--- config.mk ---
export PLATFORM = sky130hd
export DESIGN_NAME = exu_sequencer
export DESIGN_NICKNAME = d
export VERILOG_FILES = /design/src/rtl/exu_sequencer.sv
export SDC_FILE = /design/constraint.sdc
export NUM_CORES = 1
export LEC_CHECK = 0
export BUFFER_PORTS_ARGS = -buffer_cell sky130_fd_sc_hd__buf_2
export CORE_UTILIZATION = 35
export CTS_BUF_LIST = sky130_fd_sc_hd__clkbuf_4
export CTS_CLUSTER_SIZE = 8
export DETAILED_ROUTE_END_ITERATION = 12
export PLACE_DENSITY = 0.72
export SLEW_MARGIN = 20
export SYNTH_ARGS = -nofsm -noshare
export SYNTH_HDL_FRONTEND = slang
export SYNTH_SLANG_ARGS = --single-unit
export TNS_END_PERCENT = 50
--- constraint.sdc ---
create_clock -name clk -period 3.9 [get_ports clk]
set_input_delay 0.78 -clock clk [delete_from_list [all_inputs] [get_ports clk]]
set_output_delay 0.78 -clock clk [all_outputs]
set_load 0.005 [all_outputs]
--- src/rtl/exu_sequencer.sv ---
// Execution sequencer between IDU and WBU: routes ops to ALU or iterative MDU.
// Optional MDU watchdog enabled by defining EXU_SEQ_TIMEOUT_EN.
module exu_sequencer #(
    parameter int TIMEOUT_CYCLES = 64
) (
    input  logic        clk,
    input  logic        rst,
    input  logic        in_valid,
    output logic        in_ready,
    input  logic [63:0] in_pc,
    input  logic        in_is_mdu,
    input  logic        in_ebreak,
    input  logic        in_invalid,
    input  logic [63:0] alu_result,
    output logic        mdu_start,
    input  logic        mdu_done,
    input  logic [63:0] mdu_result,
    output logic        out_valid,
    input  logic        out_ready,
    output logic [63:0] out_pc,
    output logic [63:0] out_rd_data,
    output logic        halt,
    output logic        halt_abort,
    output logic [63:0] halt_pc,
    output logic [31:0] retire_cnt
);

    typedef enum logic [1:0] {
        IDLE,
        WAIT_MDU,
        OUT,
        HALT
    } state_e;

    state_e      state_q;
    logic        in_ready_q;
    logic        mdu_start_q;
    logic        out_valid_q;
    logic        halt_q;
    logic        halt_abort_q;
    logic [63:0] pc_q;
    logic [63:0] data_q;
    logic [63:0] halt_pc_q;
    logic [31:0] retire_cnt_q;

    logic accept;
    logic done_ok;

    assign accept  = in_ready_q & in_valid;
    // A done pulse coincident with our own start pulse belongs to no request.
    assign done_ok = mdu_done & ~mdu_start_q;

`ifdef EXU_SEQ_TIMEOUT_EN
    logic [15:0] tmo_q;
    logic        tmo_hit;
    assign tmo_hit = (tmo_q == 16'(TIMEOUT_CYCLES - 1));
`else
    logic unused_tmo;
    assign unused_tmo = (TIMEOUT_CYCLES != 0);
`endif

    always_ff @(posedge clk or negedge rst) begin
        if (!rst) begin
            state_q      <= IDLE;
            in_ready_q   <= 1'b0;
            mdu_start_q  <= 1'b0;
            out_valid_q  <= 1'b0;
            halt_q       <= 1'b0;
            halt_abort_q <= 1'b0;
            pc_q         <= 64'd0;
            data_q       <= 64'd0;
            halt_pc_q    <= 64'd0;
            retire_cnt_q <= 32'd0;
`ifdef EXU_SEQ_TIMEOUT_EN
            tmo_q        <= 16'd0;
`endif
        end else begin
            mdu_start_q <= 1'b0;
            unique case (state_q)
                IDLE: begin
                    in_ready_q <= 1'b1;
                    if (accept) begin
                        in_ready_q <= 1'b0;
                        pc_q       <= in_pc;
                        if (in_invalid) begin
                            state_q      <= HALT;
                            halt_q       <= 1'b1;
                            halt_abort_q <= 1'b1;
                            halt_pc_q    <= in_pc;
                        end else if (in_ebreak) begin
                            state_q      <= HALT;
                            halt_q       <= 1'b1;
                            halt_abort_q <= 1'b0;
                            halt_pc_q    <= in_pc;
                        end else if (in_is_mdu) begin
                            state_q     <= WAIT_MDU;
                            mdu_start_q <= 1'b1;
`ifdef EXU_SEQ_TIMEOUT_EN
                            tmo_q       <= 16'd0;
`endif
                        end else begin
                            state_q     <= OUT;
                            data_q      <= alu_result;
                            out_valid_q <= 1'b1;
                        end
                    end
                end
                WAIT_MDU: begin
                    if (done_ok) begin
                        state_q     <= OUT;
                        data_q      <= mdu_result;
                        out_valid_q <= 1'b1;
`ifdef EXU_SEQ_TIMEOUT_EN
                    end else if (tmo_hit) begin
                        state_q      <= HALT;
                        halt_q       <= 1'b1;
                        halt_abort_q <= 1'b1;
                        halt_pc_q    <= pc_q;
                    end else begin
                        tmo_q <= tmo_q + 16'd1;
`endif
                    end
                end
                OUT: begin
                    if (out_ready) begin
                        state_q      <= IDLE;
                        out_valid_q  <= 1'b0;
                        in_ready_q   <= 1'b1;
                        retire_cnt_q <= retire_cnt_q + 32'd1;
                    end
                end
                HALT: begin
                    state_q <= HALT;
                end
                default: begin
                    state_q <= IDLE;
                end
            endcase
        end
    end

    assign in_ready    = in_ready_q;
    assign mdu_start   = mdu_start_q;
    assign out_valid   = out_valid_q;
    assign out_pc      = pc_q;
    assign out_rd_data = data_q;
    assign halt        = halt_q;
    assign halt_abort  = halt_abort_q;
    assign halt_pc     = halt_pc_q;
    assign retire_cnt  = retire_cnt_q;

endmodule

==> results_dict.tcl <==
set metrics [dict create \
    fin_crit_ns 2.906 \
    ios 429 \
    core_um2 26950 \
    grt.overflow.total 0 \
    outcome "complete, no violations" \
    regToRegEndpoint "out_rd_data[33]" \
    crit_path_start_kind "flop" \
    ys_types 36 \
    min_path_type "input port to flop" \
    setup_viol 0 \
    clk_pin_slew_ns 0.06 \
    drv_cap 0 \
    final_nets 1530 \
    final_antenna_net_count 0 \
    drt_wl_total_mm 27.06 \
    place_hpwl_mm 20.03 \
    startpoint "state_q[1]" \
    numCtsBuffers 60 \
    yosysWarnings 0 \
    p_leak_nw 6.699 \
    first_pass_iters 4 \
    grt_usage 0.1892 \
    r2r_start "state_q[1]" \
    place_area_um2 12190 \
    drt_iter0_markers 330 \
    grt_first_pass_wirelength_mm 42.28 \
    via_count 8131 \
    synth_cells 860 \
    skew_ns 0.04778 \
    worstSetupEndpointType "flop" \
    post-route-cell-area_um2 12880 \
    fp.dieH_um 167.6 \
    final_layout_size_suffix_gt1_frac 0.4476 \
    synth_area_per_cell_um2 11.17 \
    cts_sinks 231 \
    crit_type "flop to flop" \
    crit_required_ns 4.44 \
    die-area_um2 28100 \
    worst_slew_pin_slew_ns 1.003 \
    area_growth_pct 34.18 \
    rrSetupSlack_ns 0.99 \
    post-route-period-util 0.7450 \
    synth_nets 1067 \
    cts_root_buf "clkbuf_4" \
    fin_setup_tns_ns 0 \
    gp_congestion 0.8225 \
    antenna_found_initial 4 \
    cts_tree "done" \
    drc 0 \
    hold_depth 3 \
    portBuffers 428 \
    clkLatencyLatePin_ns 0.65 \
    hold_start "in_pc[0]" \
    grt_max_degree 99 \
    rsz0062_at_grt "no" \
    htree_levels 2 \
    ys_seq_area_frac 0.6020 \
    max-clock-path-buffers 3 \
    synth_seq_cells 231 \
    ff2ff_path_depth 7 \
    slew_headroom 0.3313 \
    floorplan.initialDensity 0.3563 \
    vias_per_cell 4.780 \
    vdd_drop_max_uv 433.3 \
    hold_viol 0 \
    cts_resized 0 \
    grt_pass1_vias 8359 \
    arrival_ns 3.44 \
    rows 60 \
    p_per_area_nw_per_um2 739.6 \
    wire_per_inst_um 15.91 \
    die_w_um 167.6 \
    fmax_ghz 0.3442 \
    drv_slew 0 \
    path_max_fanout 55 \
    syn_area_um2 9603 \
    worstHoldEndpoint "out_pc[0]" \
]
[final cells by class]
type,count,area [um^2]
diodes,4,10.01
clock buffers,82,615.6
clock inverters,13,55.05
fillers,2537,14070
inverters,6,22.52
multi-input cells,578,3647
flip-flops and latches,231,5781
well taps,341,426.7
repair buffers,446,2327
[kinds of logic after synthesis]
group | share of synthesized area
xor+xnor | 0.02827
fa+ha+maj | 0.009120
compound gates | 0.04222
simple gates | 0.1513
buf+inv | 0.02319
flops | 0.6020
mux | 0.1440
[flip-flops by register name (all words and copies together), names as in the netlist]
signal,flops
halt_pc,64
out_valid,1
retire_cnt,32
mdu_start,1
out_rd_data,64
out_pc,64
halt_abort,1
in_ready,1
state_q,2
halt,1
[worst max-delay path: stages, from the launching register on]
cell,delay [ns]
dfrtp_1,0.40
inv_1,0.17
ha_1,0.29
or4b_1,0.54
a221oi_4,0.85
buf_12,0.32
nor2_1,0.06
a21oi_1,0.13
[synth_stat cells]
| cell type | number | area (um^2) |
|---|---|---|
| dfrtp_1 | 231 | 5781 |
| nand2_1 | 205 | 769.5 |
| nor2_1 | 68 | 255.2 |
| mux2_2 | 65 | 732.0 |
| mux2i_1 | 65 | 650.6 |
| a21oi_1 | 64 | 320.3 |
| clkbuf_1 | 24 | 90.09 |
| xnor2_1 | 21 | 183.9 |
| buf_2 | 19 | 95.09 |
| nand3_1 | 14 | 70.07 |
| nand4_1 | 12 | 75.07 |
| xor2_1 | 10 | 87.58 |
| nor3_1 | 8 | 40.04 |
| ha_1 | 7 | 87.58 |
| o21ai_0 | 7 | 35.03 |
| inv_1 | 6 | 22.52 |
| and3_1 | 4 | 25.02 |
| and4_1 | 4 | 35.03 |
| nand2b_1 | 3 | 18.77 |
| nor4_1 | 3 | 18.77 |
| a221oi_1 | 2 | 17.52 |
| and2_1 | 2 | 12.51 |
| nor4_2 | 2 | 25.02 |
| nor4_4 | 2 | 42.54 |
| a21boi_0 | 1 | 7.510 |
| a22o_1 | 1 | 8.760 |
| buf_1 | 1 | 3.750 |
| buf_6 | 1 | 11.26 |
| nand3b_1 | 1 | 7.510 |
| nand4_4 | 1 | 21.27 |
| nand4b_1 | 1 | 8.760 |
| o211ai_1 | 1 | 7.510 |
| o311ai_0 | 1 | 8.760 |
| or2_2 | 1 | 6.260 |
| or4_4 | 1 | 11.26 |
| or4b_1 | 1 | 10.01 |
[stage by stage]
step           power (W)  hold slack, ns  utilization  cells  setup WS [ns]
3_3_place_gp    0.007566          0.4439       0.4525   1601         0.9338
5_1_grt          0.01025          0.2339       0.4780   1700         0.7078
3_5_place_dp    0.007731          0.4568       0.4525   1601         0.8962
6_report        0.009530          0.3158       0.4781   1701         0.9945
2_1_floorplan   0.005896          0.4590            -    860          1.716
4_1_cts         0.009672          0.2240       0.4777   1697         0.9037
[cells in the final DEF (no fill, tap or decap), drive strengths merged, types with 7 or more instances in the layout]
master / instances
a21oi: 64
buf: 445
clkbuf: 82
clkinv: 11
dfrtp: 231
ha: 7
inv: 8
mux2: 65
mux2i: 65
nand2: 205
nand3: 14
nand4: 13
nor2: 68
nor3: 8
nor4: 7
o21ai: 7
xnor2: 21
xor2: 10
[routing by layer]
layer | share of wire | GRT usage | wire (um) | up-vias
li1 | - | - | - | 3859
met2 | 0.50 | 0.3373 | 13640 | 350
met3 | 0.077 | 0.05791 | 2091 | 50
met1 | 0.39 | 0.2023 | 10420 | 3872
met5 | 0 | 0 | 0 | -
met4 | 0.033 | 0.09414 | 901 | 0
[what timing repair did]
item / CTS / global route
setup buffers: 0 / 0
endpoints found under the hold margin: 24 / 0
hold buffers: 1 / 0
[how the worst max path moves through the flow]
stage,end,slack (ns),depth (start not counted)
finish,out_rd_data[33],0.99,7
global route,out_rd_data[34],0.71,7
CTS,out_rd_data[33],0.90,7
detailed placement,out_rd_data[33],0.90,6
global placement,out_rd_data[36],0.93,6
floorplan,out_rd_data[43],1.72,5
[power by group]
group	total (W)	switching, W	internal, W
logic	0.00366	0.00189	0.00177
clock network	0.00188	0.000924	0.000957
registers	0.00399	0.000556	0.00343
total	0.00953	0.00337	0.00616
No activity file was read; power rests on OpenSTA's default activity.
